$ cat config.mk
export PLATFORM = sky130hd
export DESIGN_NAME = qpsk_frame_sync
export DESIGN_NICKNAME = d
export VERILOG_FILES = /design/src/rtl/qpsk_frame_sync_pkg.sv /design/src/rtl/qpsk_frame_sync_uw_correlator.sv /design/src/rtl/qpsk_frame_sync.sv
export SDC_FILE = /design/constraint.sdc
export NUM_CORES = 1
export LEC_CHECK = 0
export BUFFER_PORTS_ARGS = -buffer_cell sky130_fd_sc_hd__buf_2
export CORE_UTILIZATION = 47
export DETAILED_ROUTE_END_ITERATION = 16
export GPL_ROUTABILITY_DRIVEN = 0
export PLACE_DENSITY = 0.72
export SETUP_SLACK_MARGIN = 0.4
export SYNTH_ARGS = -nofsm -noshare
export SYNTH_HDL_FRONTEND = slang
export SYNTH_SLANG_ARGS = --single-unit
$ cat constraint.sdc
create_clock -name clk -period 5.8 [get_ports clk]
set_input_delay 0.87 -clock clk [delete_from_list [all_inputs] [get_ports clk]]
set_output_delay 0.87 -clock clk [all_outputs]
set_load 0.05 [all_outputs]
$ cat src/rtl/qpsk_frame_sync_pkg.sv
// Shared types and helpers for the QPSK frame synchroniser: FSM states,
// symbol de-rotation and frame geometry constants.
package qpsk_frame_sync_pkg;

    typedef enum logic [1:0] {
        ST_SEARCH  = 2'd0,
        ST_PAYLOAD = 2'd1,
        ST_CHECK   = 2'd2
    } state_t;

    localparam int UW_SYMS       = 8;
    localparam int SYMS_PER_BYTE = 4;
    localparam int UW_CNT_W      = $clog2(UW_SYMS);

    // sym = {i, q}; k selects which of the four carrier-phase rotations to undo.
    function automatic logic [1:0] derotate(input logic [1:0] sym, input logic [1:0] k);
        logic [1:0] r;
        case (k)
            2'd0:    r = sym;
            2'd1:    r = {sym[0], ~sym[1]};
            2'd2:    r = ~sym;
            default: r = {~sym[0], sym[1]};
        endcase
        return r;
    endfunction

endpackage

$ cat src/rtl/qpsk_frame_sync_uw_correlator.sv
// Hamming distance between the 8-symbol window and the unique word under
// each of the four de-rotations.
module qpsk_frame_sync_uw_correlator
    import qpsk_frame_sync_pkg::*;
#(
    parameter logic [15:0] UW = 16'hEB90
) (
    input  logic [15:0]     i_sr,
    output logic [3:0][4:0] o_dist
);

    logic [1:0] w_sym;

    always_comb begin
        w_sym  = 2'b00;
        o_dist = '0;
        for (int k = 0; k < 4; k++) begin
            for (int s = 0; s < UW_SYMS; s++) begin
                w_sym     = derotate(i_sr[2*s +: 2], 2'(k)) ^ UW[2*s +: 2];
                o_dist[k] = o_dist[k] + 5'(w_sym[1]) + 5'(w_sym[0]);
            end
        end
    end

endmodule

$ cat src/rtl/qpsk_frame_sync.sv
// Unique-word hunt under all carrier rotations, payload de-rotation and byte
// packing, with flywheeling across missed unique words.
module qpsk_frame_sync
    import qpsk_frame_sync_pkg::*;
#(
    parameter logic [15:0] UW          = 16'hEB90,
    parameter int          UW_TOL      = 1,
    parameter int          FRAME_BYTES = 32,
    parameter int          MISS_MAX    = 3
) (
    input  logic       clk,
    input  logic       rst,
    input  logic       sync_out_I,
    input  logic       sync_out_Q,
    input  logic       sync_flag,
    output logic [7:0] data_out,
    output logic       data_valid,
    output logic       frame_start,
    output logic       locked,
    output logic [1:0] phase_rot,
    output logic [1:0] o_dbg_state,
    output logic [2:0] o_dbg_miss_cnt
);

    state_t                r_state;
    logic                  r_eval;
    logic [15:0]           r_sr;
    logic [7:0]            r_byte;
    logic [1:0]            r_sym_cnt;
    logic [7:0]            r_byte_cnt;
    logic [UW_CNT_W-1:0]   r_uw_cnt;
    logic [2:0]            r_miss_cnt;

    logic [3:0][4:0]       w_dist;
    logic                  w_any_hit;
    logic [1:0]            w_hit_k;
    logic                  w_check_hit;
    logic                  w_miss_final;

    qpsk_frame_sync_uw_correlator #(.UW(UW)) u_corr (
        .i_sr   (r_sr),
        .o_dist (w_dist)
    );

    // Descending scan so the lowest matching rotation wins a tie.
    always_comb begin
        w_hit_k   = 2'd0;
        w_any_hit = 1'b0;
        for (int k = 3; k >= 0; k--) begin
            if (w_dist[k] <= 5'(UW_TOL)) begin
                w_hit_k   = 2'(k);
                w_any_hit = 1'b1;
            end
        end
    end

    assign w_check_hit    = (w_dist[phase_rot] <= 5'(UW_TOL));
    assign w_miss_final   = (({1'b0, r_miss_cnt} + 4'd1) >= 4'(MISS_MAX));
    assign o_dbg_state    = r_state;
    assign o_dbg_miss_cnt = r_miss_cnt;

    always_ff @(posedge clk or posedge rst) begin
        if (rst) begin
            r_state     <= ST_SEARCH;
            r_eval      <= 1'b0;
            r_sr        <= '0;
            r_byte      <= '0;
            r_sym_cnt   <= '0;
            r_byte_cnt  <= '0;
            r_uw_cnt    <= '0;
            r_miss_cnt  <= '0;
            data_out    <= '0;
            data_valid  <= 1'b0;
            frame_start <= 1'b0;
            locked      <= 1'b0;
            phase_rot   <= '0;
        end else begin
            r_eval      <= sync_flag;
            data_valid  <= 1'b0;
            frame_start <= 1'b0;

            // Raw symbols always enter the window; only payload is de-rotated.
            if (sync_flag) begin
                r_sr <= {r_sr[13:0], sync_out_I, sync_out_Q};
                if (r_state == ST_PAYLOAD) begin
                    r_byte    <= {r_byte[5:0], derotate({sync_out_I, sync_out_Q}, phase_rot)};
                    r_sym_cnt <= (r_sym_cnt == 2'(SYMS_PER_BYTE-1)) ? 2'd0 : r_sym_cnt + 2'd1;
                end
                if (r_state == ST_CHECK) begin
                    r_uw_cnt <= r_uw_cnt + 1'b1;
                end
            end

            if (r_eval) begin
                case (r_state)
                    ST_SEARCH: begin
                        if (w_any_hit) begin
                            phase_rot   <= w_hit_k;
                            locked      <= 1'b1;
                            frame_start <= 1'b1;
                            r_byte_cnt  <= '0;
                            r_sym_cnt   <= '0;
                            r_state     <= ST_PAYLOAD;
                        end
                    end
                    ST_PAYLOAD: begin
                        // A wrapped symbol counter on eval means a byte just completed.
                        if (r_sym_cnt == 2'd0) begin
                            data_out   <= r_byte;
                            data_valid <= 1'b1;
                            if (r_byte_cnt == 8'(FRAME_BYTES-1)) begin
                                r_byte_cnt <= '0;
                                r_uw_cnt   <= '0;
                                r_state    <= ST_CHECK;
                            end else begin
                                r_byte_cnt <= r_byte_cnt + 8'd1;
                            end
                        end
                    end
                    ST_CHECK: begin
                        if (r_uw_cnt == '0) begin
                            r_byte_cnt <= '0;
                            r_sym_cnt  <= '0;
                            if (w_check_hit) begin
                                r_miss_cnt  <= '0;
                                frame_start <= 1'b1;
                                r_state     <= ST_PAYLOAD;
                            end else if (!w_miss_final) begin
                                r_miss_cnt <= r_miss_cnt + 3'd1;
                                r_state    <= ST_PAYLOAD;
                            end else begin
                                r_miss_cnt <= '0;
                                locked     <= 1'b0;
                                r_state    <= ST_SEARCH;
                            end
                        end
                    end
                    default: r_state <= ST_SEARCH;
                endcase
            end
        end
    end

endmodule

==> impl_metrics.json, run 1 <==
{
  "end_kind": "flip-flop",
  "synth_seq_area_share": 0.359,
  "fin_setup_tns_ps": 0,
  "max_freq_ghz": 0.192,
  "die_y_microns": 93.1,
  "cts-root-buf": "clkbuf_8",
  "grt_pass1_vias": 2700,
  "hpwl_mm": 5.87,
  "crit_fanout": 4,
  "place_ws_ps": 362,
  "wire_per_inst_microns": 14.9,
  "fp.coreArea_sq_mm": 0.00789,
  "drt-initial-drc-count": 151,
  "fin_skew_ps": 5.85,
  "synthFlopType": "dfrtp_1",
  "ios": 23,
  "synth_seq_cells": 56,
  "cts.sinks": 56,
  "final_layout_size_suffix_gt1_frac": 0.149,
  "ys_async_sr_fraction": 1.00,
  "whs_ps": 496,
  "dieArea_sq_mm": 0.00867,
  "cts_made_buffers": 5,
  "synth-edff-count": 0,
  "hold_violations": 0,
  "port_buffers": 22,
  "slew_violations": 0,
  "syn_area_sq_mm": 0.00390,
  "status": "finished, final reports clean",
  "period_share": 0.898,
  "fill_cells": 695,
  "dr.pass1.iters": 5,
  "critical_path_class": "reg2reg",
  "worst-endpoint-arrival_ps": 5460,
  "grt-ovfl-total": 0,
  "synth_cell_types": 43,
  "r2r_end": "o_dbg_state[0]",
  "synth_top_area_cell": "dfrtp_1",
  "grt_setup_unrepaired": "no",
  "syn-num-nets": 454,
  "ant_nets": 0,
  "wirelength_mm": 7.61,
  "die_w_microns": 93.1,
  "cts_tree": "built",
  "insertedDiodeCount": 0,
  "avgSynthCellArea_sq_um": 10.2,
  "ys_warn_count": 0,
  "route.vias.total": 2649,
  "required_ps": 6050,
  "h-tree-depth": 2,
  "initial_utilization": 0.494,
  "via_per_inst": 5.18,
  "grt_antenna_before_repair": 0,
  "grt_usage": 0.189,
  "startpoint": "r_sr[0]",
  "r2r_slack_ps": 590,
  "remaining_drc_errors": 0,
  "synthCells": 382,
  "setup_ws_ps": 594,
  "synth_top_area_frac": 0.359,
  "synth_area_leaders": "dfrtp_1 36%, fa_1 21%, ha_1 8.7%, inv_1 7.7%, mux2_2 4.0%",
  "ctsLongestPathBuffers": 2,
  "hp-class": "reg2reg",
  "grt_pass1_wl_mm": 12.6,
  "clkTransAtPathRegs_ps": 110,
  "placed_cells": 500,
  "r2r_start": "r_sr[0]",
  "min_period_ps": 5210,
  "endpoint": "o_dbg_state[0]",
  "nets": 480,
  "tightest_slew_ps": 724,
  "max_cap_violations": 0,
  "insertion_delay_ps": 310,
  "slew_headroom": 0.517,
  "worstRegToRegCells": 16,
  "final_cells": 511,
  "setup_violations": 0,
  "start_kind": "flip-flop",
  "grt_max_degree": 57,
  "cts_hold_buffers": 0,
  "rows": 32,
  "area_growth_pct": 9.02
}
Yosys cell counts, types with 2 or more instances:
library cell	n
nand2b_1	2
fa_1	40
and2_1	2
o21ai_0	25
nor2b_1	2
nor4_1	2
nand2_1	36
a21boi_0	3
dfrtp_1	56
inv_1	80
o22a_1	2
nor2_1	18
a41oi_1	3
a21oi_1	15
xnor2_1	2
mux2_2	14
a31oi_1	5
or4_4	2
nor3_1	5
o22ai_1	2
clkbuf_1	6
nand3_1	8
xor2_1	2
o211ai_1	2
ha_1	27
nand4_1	2
and3_1	3
sequential cells by signal (all words and copies together), names as in the netlist:
name / count
r_uw_cnt: 3
data_valid: 1
r_byte_cnt: 8
r_eval: 1
r_sym_cnt: 2
r_sr: 16
frame_start: 1
data_out: 8
phase_rot: 2
r_byte: 8
o_dbg_state: 2
locked: 1
o_dbg_miss_cnt: 3
through the flow:
step,cell area (sq um),utilization
3_5_place_dp,4120,0.522
6_report,4250,0.539
5_1_grt,4250,0.539
2_1_floorplan,3900,-
4_1_cts,4210,0.534
3_3_place_gp,4120,0.522
how the worst min path moves through the flow:
stage / startpoint / to / depth (start not counted)
2_1_floorplan: r_sr[11] / r_sr[13] / 2
3_3_place_gp: r_sr[11] / r_sr[13] / 2
3_5_place_dp: r_sr[8] / r_sr[10] / 2
4_1_cts: r_sr[8] / r_sr[10] / 2
5_1_grt: data_out[3] / data_out[3] / 1
6_report: r_sr[8] / r_sr[10] / 2
layout by cell type (no fill, tap or decap), types with 3 or more instances in the layout:
| master | Yosys | routed |
|---|---|---|
| inv_1 | 80 | 78 |
| dfrtp_1 | 56 | 56 |
| fa_1 | 40 | 39 |
| nand2_1 | 36 | 36 |
| ha_1 | 27 | 26 |
| o21ai_0 | 25 | 24 |
| buf_2 | 0 | 22 |
| nor2_1 | 18 | 18 |
| a21oi_1 | 15 | 15 |
| mux2_2 | 14 | 14 |
| nand3_1 | 8 | 8 |
| a31oi_1 | 5 | 5 |
| nor3_1 | 5 | 5 |
| clkbuf_8 | 0 | 5 |
| buf_4 | 0 | 4 |
| and3_1 | 3 | 3 |
| a41oi_1 | 3 | 3 |
cell families (layout without fill, tap and decap cells):
family / after synthesis / in the layout / synth area share
compound gates: 63 / 63 / 0.0962
buf+inv: 87 / 114 / 0.0841
flops: 56 / 56 / 0.359
xor+xnor: 4 / 4 / 0.00898
fa+ha+maj: 67 / 67 / 0.292
simple gates: 89 / 89 / 0.111
mux: 16 / 16 / 0.0488
repair_timing:
action,CTS,global route
resized for setup,1,4
endpoints found under the setup margin,5,14
gates cloned,0,0
pin swaps,0,0
buffers inserted,0,3
final cells by class:
cell class	count	area (sq um)	area share
Multi-Input combinational cell	239	2190	0.514
Tap cell	102	128	0.0300
Timing Repair Buffer	26	140	0.0330
Clock buffer	5	68.8	0.0162
Inverter	80	300	0.0706
Clock inverter	3	27.5	0.00647
Sequential cell	56	1400	0.330
worst max-delay path, cell delays in order (launching register included):
cell     delay (ps)
dfrtp_1         420
inv_2            90
ha_4            290
inv_1            60
fa_1            470
inv_1            50
fa_1            530
fa_1            430
fa_1            490
inv_1            50
fa_1            360
inv_1            80
fa_1            430
or4_4           560
mux4_2          530
nor3b_2         190
o21ai_2         110
layer usage:
layer,up-vias,track usage,share of wire
li1,1282,-,-
met4,0,0.0462,0.0041
met5,-,0,0
met3,2,0.0285,0.048
met1,1298,0.236,0.42
met2,67,0.342,0.53
Power of run 1 is not shown: default switching activity piles up to over one toggle a cycle in this logic, so the estimate is an artifact.
==> run 2, diff against run 1 <==
--- a/config.mk
+++ b/config.mk
@@ -14,3 +14,4 @@
 export SYNTH_ARGS = -nofsm -noshare
 export SYNTH_HDL_FRONTEND = slang
+export SYNTH_HIERARCHICAL = 1
 export SYNTH_SLANG_ARGS = --single-unit
==> constraint.sdc (replaced) <==
create_clock -name clk -period 5.8 [get_ports clk]
set_input_delay 1.16 -clock clk [delete_from_list [all_inputs] [get_ports clk]]
set_output_delay 1.16 -clock clk [all_outputs]
set_load 0.05 [all_outputs]
==> run 2 against run 1 <==
  * Critical endpoint is now frame_start
  * Non-clock buffer count grew 3
  * Clock skew grew 4.5 ps
  * Hold slack lost 5.3 ps
  * Wire length shrank 4.5%
  * Synthesized area grew 5.8%
==> impl_metrics.json, run 2 <==
{
  "slew_violations": 0,
  "wirelength_mm": 7.26,
  "die_y_microns": 95.7,
  "max_freq_ghz": 0.193,
  "grt_pass1_vias": 2799,
  "area_growth_pct": 8.79,
  "hpwl_mm": 5.79,
  "port_buffers": 22,
  "critPathBufInv": 3,
  "dr.pass1.iters": 6,
  "wl_met1_mm": 3.19,
  "fin_skew_ps": 10.4,
  "fill_cells": 724,
  "setup_violations": 0,
  "drt-initial-drc-count": 78,
  "grt_max_degree": 57,
  "top_layer": "met4",
  "avgSynthCellArea_sq_um": 10.9,
  "top_register": "r_sr",
  "fp.coreArea_sq_mm": 0.00834,
  "grt_setup_unrepaired": "no",
  "start_kind": "flip-flop",
  "end_kind": "flip-flop",
  "nets": 483,
  "die_w_microns": 95.7,
  "route.vias.total": 2674,
  "cts_made_buffers": 5,
  "synthCells": 378,
  "final_cell_mix": "70 x inv_1, 54 x dfrtp_1, 38 x fa_1",
  "cp_cell_sequence": "inv_1 -> fa_1 -> inv_1 -> fa_1 -> fa_1 -> fa_1 -> inv_1 -> fa_1 -> fa_1 -> xnor2_1 -> or4_4 -> mux4_2 -> nor2_1 -> a21oi_1 -> nor2_2",
  "ant_nets": 0,
  "hp-class": "reg2reg",
  "ctsLongestPathBuffers": 2,
  "required_ps": 6050,
  "dieArea_sq_mm": 0.00916,
  "cp_common_cell": "fa_1",
  "period_share": 0.893,
  "grt_antenna_before_repair": 0,
  "cts.sinks": 56,
  "grt_usage": 0.178,
  "cts_hold_buffers": 0,
  "layout_commonest_cell": "inv_1",
  "largest_reg_flops": 16,
  "fin_setup_tns_ps": 0,
  "grt_pass1_wl_mm": 12.5,
  "crit_fanout": 5,
  "worst-endpoint-arrival_ps": 5420,
  "min_period_ps": 5180,
  "insertedDiodeCount": 0,
  "routed-wl-met2_mm": 3.63,
  "cts_tree": "built",
  "hold_violations": 0,
  "cts-root-buf": "clkbuf_8",
  "tightest_slew_ps": 789,
  "wire_per_inst_microns": 14.2,
  "critical_path_class": "reg2reg",
  "h-tree-depth": 2,
  "met3_length_microns": 335,
  "insertion_delay_ps": 310,
  "syn_area_sq_mm": 0.00413,
  "cpMaxStageDelayCell": "fa_1",
  "grt-ovfl-total": 0,
  "ys_warn_count": 6,
  "remaining_drc_errors": 0,
  "initial_utilization": 0.495,
  "rows": 33,
  "max_cap_violations": 0,
  "ios": 23,
  "via_per_inst": 5.22,
  "critPathMaxStageDelay_ps": 560,
  "syn-num-nets": 455,
  "slew_headroom": 0.469,
  "status": "finished, final reports clean",
  "final_layout_size_suffix_gt1_frac": 0.214,
  "path_delay_family": "adder cells",
  "clkTransAtPathRegs_ps": 100
}
run 2: changes by cell type in the layout (fill, tap and decap cells not counted), sizes merged, moves of 4 or more:
| cell | change |
|---|---|
| ha | +4 |
| inv | -8 |
| o21ai | -19 |
| nor2b | +6 |
| nand2 | -15 |
| mux2 | +16 |
| xnor2 | +6 |
run 2: what timing repair did:
item | 4_1_cts | 5_1_grt
endpoints found under the setup margin | 0 | 16
buffers inserted | 0 | 6
resized for setup | 0 | 9
hold endpoints to repair | 0 | 0
run 2: final cells by class:
class	instances	area (sq um)	share of cell area
inverters	73	274	0.0610
clock inverters	2	15.0	0.00334
well taps	105	131	0.0293
multi-input cells	241	2420	0.539
clock buffers	6	82.6	0.0184
flip-flops and latches	56	1400	0.313
repair buffers	29	163	0.0362
run 2: worst paths after layout:
path	cells after the start	end	start	slack, ps
setup / recovery	15	frame_start	r_sr[9]	620
hold / removal	1	locked	locked	490
setup reg to reg	15	frame_start	r_sr[9]	620
hold reg to reg	1	locked	locked	490
max in group asynchronous	3	r_sr[0]	rst	4290
min in group asynchronous	3	r_sr[7]	rst	1020
run 2: per-layer routing:
layer | GRT usage | vias to the layer above
li1 | - | 1270
met1 | 0.225 | 1354
met5 | 0 | -
met4 | 0.0448 | 0
met2 | 0.305 | 40
met3 | 0.0427 | 10
run 2: stage by stage:
stage | hold WS [ps] | util | worst slack, ps | cell area [sq um] | std cells
final | 490 | 0.538 | 623 | 4490 | 512
after CTS | 497 | 0.531 | 438 | 4430 | 506
after floorplan | 464 | - | 741 | 4130 | 378
after global routing | 530 | 0.538 | 402 | 4490 | 512
after detailed placement | 474 | 0.520 | 447 | 4330 | 498
after global placement | 468 | 0.520 | 608 | 4330 | 498
Power of run 2 is left out for the same reason.
